File: src/rtl/mem_access_unit_pkg.sv
// Shared constants and decode helpers for the MEM-stage load/store unit:
// op codes, exception causes, FSM state type and lane/alignment decode.
package mem_access_unit_pkg;

    localparam logic [3:0] MEM_OP_NONE = 4'd0;
    localparam logic [3:0] MEM_OP_LB   = 4'd1;
    localparam logic [3:0] MEM_OP_LBU  = 4'd2;
    localparam logic [3:0] MEM_OP_LH   = 4'd3;
    localparam logic [3:0] MEM_OP_LHU  = 4'd4;
    localparam logic [3:0] MEM_OP_LW   = 4'd5;
    localparam logic [3:0] MEM_OP_SB   = 4'd6;
    localparam logic [3:0] MEM_OP_SH   = 4'd7;
    localparam logic [3:0] MEM_OP_SW   = 4'd8;
    localparam logic [3:0] MEM_OP_LL   = 4'd9;
    localparam logic [3:0] MEM_OP_SC   = 4'd10;

    localparam logic [4:0] EXC_CAUSE_NONE = 5'h1f;
    localparam logic [4:0] EXC_CAUSE_ADEL = 5'd4;
    localparam logic [4:0] EXC_CAUSE_ADES = 5'd5;
    localparam logic [4:0] EXC_CAUSE_OV   = 5'd12;

    typedef enum logic [1:0] {
        ST_IDLE  = 2'd0,
        ST_BUSY  = 2'd1,
        ST_DONE  = 2'd2,
        ST_DRAIN = 2'd3
    } mau_state_e;

    function automatic logic op_is_load(input logic [3:0] op);
        return op inside {MEM_OP_LB, MEM_OP_LBU, MEM_OP_LH, MEM_OP_LHU, MEM_OP_LW, MEM_OP_LL};
    endfunction

    function automatic logic op_is_store(input logic [3:0] op);
        return op inside {MEM_OP_SB, MEM_OP_SH, MEM_OP_SW, MEM_OP_SC};
    endfunction

    function automatic logic op_misaligned(input logic [3:0] op, input logic [1:0] off);
        case (op)
            MEM_OP_LH, MEM_OP_LHU, MEM_OP_SH:            return off[0];
            MEM_OP_LW, MEM_OP_SW, MEM_OP_LL, MEM_OP_SC: return off != 2'b00;
            default:                                    return 1'b0;
        endcase
    endfunction

    // Lane enables are driven for loads too so the slave knows which bytes matter.
    function automatic logic [3:0] op_lanes(input logic [3:0] op, input logic [1:0] off);
        case (op)
            MEM_OP_LB, MEM_OP_LBU, MEM_OP_SB:            return 4'b0001 << off;
            MEM_OP_LH, MEM_OP_LHU, MEM_OP_SH:            return off[1] ? 4'b1100 : 4'b0011;
            MEM_OP_LW, MEM_OP_SW, MEM_OP_LL, MEM_OP_SC: return 4'b1111;
            default:                                    return 4'b0000;
        endcase
    endfunction

    function automatic logic [31:0] op_wdata(input logic [3:0] op, input logic [31:0] data);
        case (op)
            MEM_OP_SB: return {4{data[7:0]}};
            MEM_OP_SH: return {2{data[15:0]}};
            default:   return data;
        endcase
    endfunction

endpackage

File: src/rtl/mem_load_align.sv
// Selects the addressed byte/halfword from a bus word and sign- or zero-extends it.
module mem_load_align
    import mem_access_unit_pkg::*;
(
    input  logic [3:0]  op,
    input  logic [1:0]  off,
    input  logic [31:0] rdata,
    output logic [31:0] load_value
);

    logic [7:0]  byte_sel;
    logic [15:0] half_sel;

    always_comb begin
        case (off)
            2'd0:    byte_sel = rdata[7:0];
            2'd1:    byte_sel = rdata[15:8];
            2'd2:    byte_sel = rdata[23:16];
            default: byte_sel = rdata[31:24];
        endcase
        half_sel = off[1] ? rdata[31:16] : rdata[15:0];

        case (op)
            MEM_OP_LB:            load_value = {{24{byte_sel[7]}}, byte_sel};
            MEM_OP_LBU:           load_value = {24'd0, byte_sel};
            MEM_OP_LH:            load_value = {{16{half_sel[15]}}, half_sel};
            MEM_OP_LHU:           load_value = {16'd0, half_sel};
            MEM_OP_LW, MEM_OP_LL: load_value = rdata;
            default:              load_value = 32'd0;
        endcase
    end

endmodule

File: src/rtl/mem_access_unit.sv
// MEM-stage load/store unit: single-beat req/ack bus transactions, pipeline
// stall, load alignment, address-error detection and the LL bit for LL/SC.
//
// state | meaning
// IDLE  | no transaction; decode op, flag exceptions, accept and stall
// BUSY  | request on the bus, waiting for ack
// DONE  | result valid, stall released, pipeline advances
// DRAIN | flushed while busy; hold request until ack, discard result
module mem_access_unit
    import mem_access_unit_pkg::*;
(
    input  logic        clk,
    input  logic        reset,
    input  logic [3:0]  i_MEM_mem_op,
    input  logic [31:0] i_MEM_addr,
    input  logic [31:0] i_MEM_store_data,
    input  logic [4:0]  i_MEM_except_cause,
    input  logic        i_flush,
    output logic        o_dbus_req,
    output logic        o_dbus_we,
    output logic [3:0]  o_dbus_wstrb,
    output logic [31:0] o_dbus_addr,
    output logic [31:0] o_dbus_wdata,
    input  logic        i_dbus_ack,
    input  logic [31:0] i_dbus_rdata,
    output logic        o_stall,
    output logic [31:0] o_load_data,
    output logic [4:0]  o_except_cause,
    output logic [31:0] o_badvaddr,
    output logic        o_LL_bit
);

    mau_state_e  state_q, state_d;
    logic [31:0] addr_q, addr_d;
    logic [31:0] wdata_q, wdata_d;
    logic [3:0]  wstrb_q, wstrb_d;
    logic        we_q, we_d;
    logic [3:0]  op_q, op_d;
    logic [31:0] load_data_q, load_data_d;
    logic        ll_q, ll_d;

    logic        op_load, op_store, op_valid;
    logic        exc_in, addr_err, sc_fail, accept;
    logic [31:0] aligned_value;

    mem_load_align u_load_align (
        .op         (op_q),
        .off        (addr_q[1:0]),
        .rdata      (i_dbus_rdata),
        .load_value (aligned_value)
    );

    always_comb begin
        op_load  = op_is_load(i_MEM_mem_op);
        op_store = op_is_store(i_MEM_mem_op);
        op_valid = op_load | op_store;
        exc_in   = i_MEM_except_cause != EXC_CAUSE_NONE;
        addr_err = op_valid & op_misaligned(i_MEM_mem_op, i_MEM_addr[1:0]);
        sc_fail  = (i_MEM_mem_op == MEM_OP_SC) & ~ll_q;
        accept   = (state_q == ST_IDLE) & op_valid & ~exc_in & ~addr_err & ~sc_fail;

        if (exc_in)        o_except_cause = i_MEM_except_cause;
        else if (addr_err) o_except_cause = op_store ? EXC_CAUSE_ADES : EXC_CAUSE_ADEL;
        else               o_except_cause = EXC_CAUSE_NONE;
        o_badvaddr = (!exc_in && addr_err) ? i_MEM_addr : 32'd0;
    end

    always_comb begin
        state_d     = state_q;
        addr_d      = addr_q;
        wdata_d     = wdata_q;
        wstrb_d     = wstrb_q;
        we_d        = we_q;
        op_d        = op_q;
        load_data_d = load_data_q;
        ll_d        = ll_q;
        o_stall     = 1'b0;
        o_load_data = load_data_q;

        case (state_q)
            ST_IDLE: begin
                if (accept && !i_flush) begin
                    o_stall = 1'b1;
                    state_d = ST_BUSY;
                    addr_d  = i_MEM_addr;
                    wdata_d = op_wdata(i_MEM_mem_op, i_MEM_store_data);
                    wstrb_d = op_lanes(i_MEM_mem_op, i_MEM_addr[1:0]);
                    we_d    = op_store;
                    op_d    = i_MEM_mem_op;
                end
                // Any SC consumes the reservation, whether or not it goes to the bus.
                if (i_MEM_mem_op == MEM_OP_SC && !exc_in) ll_d = 1'b0;
                if (sc_fail && !exc_in && !addr_err) begin
                    o_load_data = 32'd0;
                    load_data_d = 32'd0;
                end
            end
            ST_BUSY: begin
                o_stall = 1'b1;
                if (i_dbus_ack) begin
                    if (i_flush) begin
                        state_d = ST_IDLE;
                    end else begin
                        state_d = ST_DONE;
                        if (op_q == MEM_OP_SC)     load_data_d = 32'd1;
                        else if (op_is_load(op_q)) load_data_d = aligned_value;
                        if (op_q == MEM_OP_LL)     ll_d = 1'b1;
                    end
                end else if (i_flush) begin
                    state_d = ST_DRAIN;
                end
            end
            ST_DONE: begin
                state_d = ST_IDLE;
            end
            ST_DRAIN: begin
                o_stall = 1'b1;
                if (i_dbus_ack) state_d = ST_IDLE;
            end
            default: state_d = ST_IDLE;
        endcase

        if (i_flush) ll_d = 1'b0;
    end

    always_ff @(posedge clk) begin
        if (reset) begin
            state_q     <= ST_IDLE;
            addr_q      <= 32'd0;
            wdata_q     <= 32'd0;
            wstrb_q     <= 4'd0;
            we_q        <= 1'b0;
            op_q        <= MEM_OP_NONE;
            load_data_q <= 32'd0;
            ll_q        <= 1'b0;
        end else begin
            state_q     <= state_d;
            addr_q      <= addr_d;
            wdata_q     <= wdata_d;
            wstrb_q     <= wstrb_d;
            we_q        <= we_d;
            op_q        <= op_d;
            load_data_q <= load_data_d;
            ll_q        <= ll_d;
        end
    end

    assign o_dbus_req   = (state_q == ST_BUSY) || (state_q == ST_DRAIN);
    assign o_dbus_we    = we_q;
    assign o_dbus_wstrb = wstrb_q;
    assign o_dbus_addr  = {addr_q[31:2], 2'b00};
    assign o_dbus_wdata = wdata_q;
    assign o_LL_bit     = ll_q;

endmodule

File: config.mk
export PLATFORM = sky130hd
export DESIGN_NAME = mem_access_unit
export DESIGN_NICKNAME = d
export VERILOG_FILES = /design/src/rtl/mem_access_unit_pkg.sv /design/src/rtl/mem_load_align.sv /design/src/rtl/mem_access_unit.sv
export SDC_FILE = /design/constraint.sdc
export NUM_CORES = 1
export LEC_CHECK = 0
export ABC_CLOCK_PERIOD_IN_PS = 9300
export CAP_MARGIN = 20
export CORE_ASPECT_RATIO = 1.25
export CORE_UTILIZATION = 45
export CTS_BUF_LIST = sky130_fd_sc_hd__clkbuf_16
export DETAILED_ROUTE_END_ITERATION = 7
export PLACE_DENSITY = 0.83
export SLEW_MARGIN = 20
export SYNTH_ARGS = -nofsm -noshare
export SYNTH_HDL_FRONTEND = slang
export SYNTH_SLANG_ARGS = --single-unit
export TNS_END_PERCENT = 50
File: constraint.sdc
create_clock -name clk -period 9.3 [get_ports clk]
set_clock_uncertainty 0.15 [all_clocks]
set_input_delay 2.79 -clock clk [delete_from_list [all_inputs] [get_ports clk]]
set_output_delay 2.79 -clock clk [all_outputs]
set_load 0.05 [all_outputs]
==> out/summary.log <==
[outcome] outcome finished, final reports clean
[layout] synthesis-to-layout area growth 44.1%
[clock_tree] clk_lat worst skew 340 ps
[power] power per standard cell area 117 nW/um2
[sta] share of the cycle needed by the critical path after routing 0.944
[layout] layout filler cell count 1020
[flow_run] max-cap check violation count 0
[sta] Setup TNS Final 0 ps
[setup_path] peak fanout along the critical path 26
[sta] final number of hold-violating endpoints 0
[routing] top routing layer in use met4
[logic_synthesis] cell accounting for the most synthesized area sky130_fd_sc_hd__dfxtp_1
[logic_synthesis] proportion of synthesized flip-flops having asynchronous set or reset 0
[routing] number of design-rule violations left by the first detailed-router iteration 343
[setup_path] cell family with the largest share of critical-path delay buffers and inverters
[clock_tree] # resized after CTS 0
[clock_tree] CTS clk-pin slew, worst paths 70 ps
[layout] number of nets in the final layout 983
[global_routing] largest net degree at the start of global routing 81
[setup_path] nature of the critical path startpoint input port
[layout] total area of multi-input combinational cells 2900 um2
[setup_path] buffering stage count on the worst path with inverters included 3
[setup_path] kind of end point of the critical path primary output
[floorplanning] Die Wd 102 um
[setup_path] highest cell delay on the worst timing path 800 ps
[setup_path] CP most frequent cell sky130_fd_sc_hd__clkdlybuf4s50_1
[power] largest vdd supply drop 0.0000883 V
[floorplanning] full die area 13000 um2
[power] Clock power frac 0.386
[clock_tree] number of buffers inserted for hold repair after clock tree synthesis 0
[logic_synthesis] most used standard cells in the synthesized netlist sky130_fd_sc_hd__nand2_1 (126), sky130_fd_sc_hd__dfxtp_1 (108), sky130_fd_sc_hd__a21oi_1 (71), sky130_fd_sc_hd__nor2_1 (42), sky130_fd_sc_hd__and2_1 (39)
[global_routing] total routing resource utilization after global routing 0.268
[routing] iteration count of the initial detailed-routing pass 6
[clock_tree] number of buffers created by CTS 9
[sta] Fmax 114 MHz
[logic_synthesis] top area cells in the synthesized netlist sky130_fd_sc_hd__dfxtp_1 (38%), sky130_fd_sc_hd__nand2_1 (8.4%), sky130_fd_sc_hd__a21oi_1 (6.3%)
[logic_synthesis] number of different library cells in the post-synthesis netlist 57
[setup_path] library cell contributing the largest single delay on the critical path sky130_fd_sc_hd__clkdlybuf4s50_1
[setup_path] slack of the worst reg-to-reg path 6710 ps
[floorplanning] die height 127 um
[logic_synthesis] number of warnings issued by yosys 0
[routing] routed length on met1 6690 um
[placement] half-perimeter wire length after placement 13000 um
[setup_path] Worst Setup Path Type in -> out
[clock_tree] buffers inserted by post-CTS timing repair 0
[logic_synthesis] number of synthesized flops with an enable pin 0
[floorplanning] FP Rows 45
[sta] unrepaired setup endpoints after global routing no
[sta] Final Setup Violations 0
[logic_synthesis] mean post-synth cell area 8.07 um2
[floorplanning] Core Region 12200 um2
[sta] Worst Tran Pin Value 1120 ps
[logic_synthesis] synthesized instance count 698
[routing] WL final 17800 um
[setup_path] required time reported for the critical path endpoint 6360 ps
[power] combinational cell fraction of total power 0.127
[routing] Routed met3 length 1700 um
[power] relative contribution of sequential cells to total power 0.487
[sta] Rel. slew slack 0.252
[sta] min cycle time layout 8780 ps
[clock_tree] H-tree Lvls 3
[floorplanning] Ports 250
[global_routing] initial antenna violation count 0
[clock_tree] number of buffers on the longest clock path 2
[floorplanning] initial cell density of the core 0.463
[logic_synthesis] leading cell type by number of instances after synthesis sky130_fd_sc_hd__nand2_1
[clock_tree] clock tree from TritonCTS built
[logic_synthesis] primary flip-flop cell chosen by synthesis mapping sky130_fd_sc_hd__dfxtp_1
[power] internal power 0.000711 W
[clock_tree] cell chosen for the clock root sky130_fd_sc_hd__clkbuf_16
[routing] Remaining DRCs 0
[routing] vias per inst 5.54
[placement] routability cong. 0.872
[layout] share of cells above drive strength 1 0.0978
[logic_synthesis] flops & latches, synth 108
[sta] final max-slew violation count 0
[layout] sequential cell area in the final layout 2160 um2
[global_routing] global-route congestion overflow total 0
[layout] count of inserted antenna diode cells 0
[logic_synthesis] part of the Yosys area used for sequential elements 0.384
[logic_synthesis] Yosys top cell area share 0.384
[routing] via count of the routed design 5777
[power] Static Leakage 2.87 nW
[clock_tree] # clock sinks 108
[placement] worst setup slack after placement 539 ps
[global_routing] first-pass GRT wire length 27400 um
[setup_path] worst path cell trace clkdlybuf4s50_1, o32ai_2, a21oi_2, a2111o_1, nand2_1, inv_1, clkdlybuf4s50_1
[logic_synthesis] Post-Synthesis Cell Area 5630 um2
[routing] wire length on met2 8870 um
[power] switching pwr 0.000243 W
[routing] Final ANT Viol Nets 0
[routing] routed wirelength normalized by instance count 17.1 um
[placement] number of buffers added on ports 247
[setup_path] Critical Path AT 5840 ps
[power] fraction of power spent switching nets 0.255
[global_routing] number of global-route vias before repair 5516
[sta] Worst Setup Slack, final 520 ps
[worst_hold_path] path type of the worst min-delay path reg -> reg
state kept, by name, indices dropped and copies added (netlist names):
register and cells:
state_q 2, o_LL_bit 1, addr_q 32, o_dbus_we 1, o_dbus_wdata 32, load_data_q 32, o_dbus_wstrb 4, op_q 4
power by group through the flow:
stage	Sequential [W]	Clock, W	Combinational [W]
finish	0.000465	0.000368	0.000121
floorplan	0.000479	0	0.0000472
detailed placement	0.000476	0	0.000119
global route	0.000465	0.000397	0.000127
CTS	0.000465	0.000375	0.000119
global placement	0.000476	0	0.000117
layer usage:
metal / vias up / global-route usage
met5: - / 0
met4: 0 / 0.116
met3: 36 / 0.0793
met2: 282 / 0.455
met1: 2707 / 0.310
li1: 2752 / -
cells by family after synthesis:
| logic type | after synthesis | synth area share |
|---|---|---|
| multiplexers | 21 | 0.0537 |
| XOR/XNOR | 2 | 0.00311 |
| buffers and inverters | 114 | 0.106 |
| AO/OA/AOI/OAI | 174 | 0.213 |
| other | 1 | 0.000666 |
| AND/OR/NAND/NOR | 278 | 0.240 |
| flip-flops | 108 | 0.384 |
final cells by class:
cell class,instances,share of cell area
flip-flops and latches,108,0.266
multi-input cells,477,0.357
inverters,18,0.00832
clock inverters,7,0.00709
well taps,164,0.0253
repair buffers,260,0.309
clock buffers,9,0.0277
through the flow:
step | total power (W) | utilization | cells | hold slack [ps] | area [um2]
6_report | 0.000953 | 0.668 | 1043 | 304 | 8120
3_3_place_gp | 0.000593 | 0.644 | 1027 | 292 | 7840
3_5_place_dp | 0.000595 | 0.644 | 1027 | 297 | 7840
4_1_cts | 0.000959 | 0.667 | 1043 | 308 | 8120
5_1_grt | 0.000989 | 0.668 | 1043 | 323 | 8120
2_1_floorplan | 0.000526 | - | 699 | 287 | 5640
placed cells by master, fill, tap and decap left out, drive strengths merged, types with 7 or more instances in the layout:
cell | synthesis | routed
inv | 18 | 22
clkbuf | 32 | 9
a311oi | 8 | 8
a21oi | 72 | 72
o2bb2ai | 16 | 16
mux4 | 7 | 7
a222oi | 7 | 7
buf | 64 | 37
nand2 | 126 | 126
dfxtp | 108 | 108
nor2b | 9 | 9
clkdlybuf4s50 | 0 | 223
nor3 | 8 | 8
nand2b | 8 | 8
nor2 | 42 | 42
mux2i | 10 | 10
a221oi | 16 | 16
nand3 | 13 | 13
and2 | 53 | 53
a211oi | 19 | 19
o22ai | 15 | 15
final timing paths:
kind,start,to,cells past startpoint
worst max-delay path,i_MEM_addr[0],o_load_data[11],7
worst min-delay path,o_dbus_wdata[3],o_dbus_wdata[3],2
worst max register to register,state_q[1],load_data_q[15],5
worst min register to register,o_dbus_wdata[3],o_dbus_wdata[3],2
worst register-to-register path, delay by kind of cell, from the launching register on:
family                 cells  cell delay [ps]
flip-flops                 1              340
buffers and inverters      1              330
AO/OA/AOI/OAI              2              940
AND/OR/NAND/NOR            2              720
No activity file was read; power rests on OpenSTA's default activity.
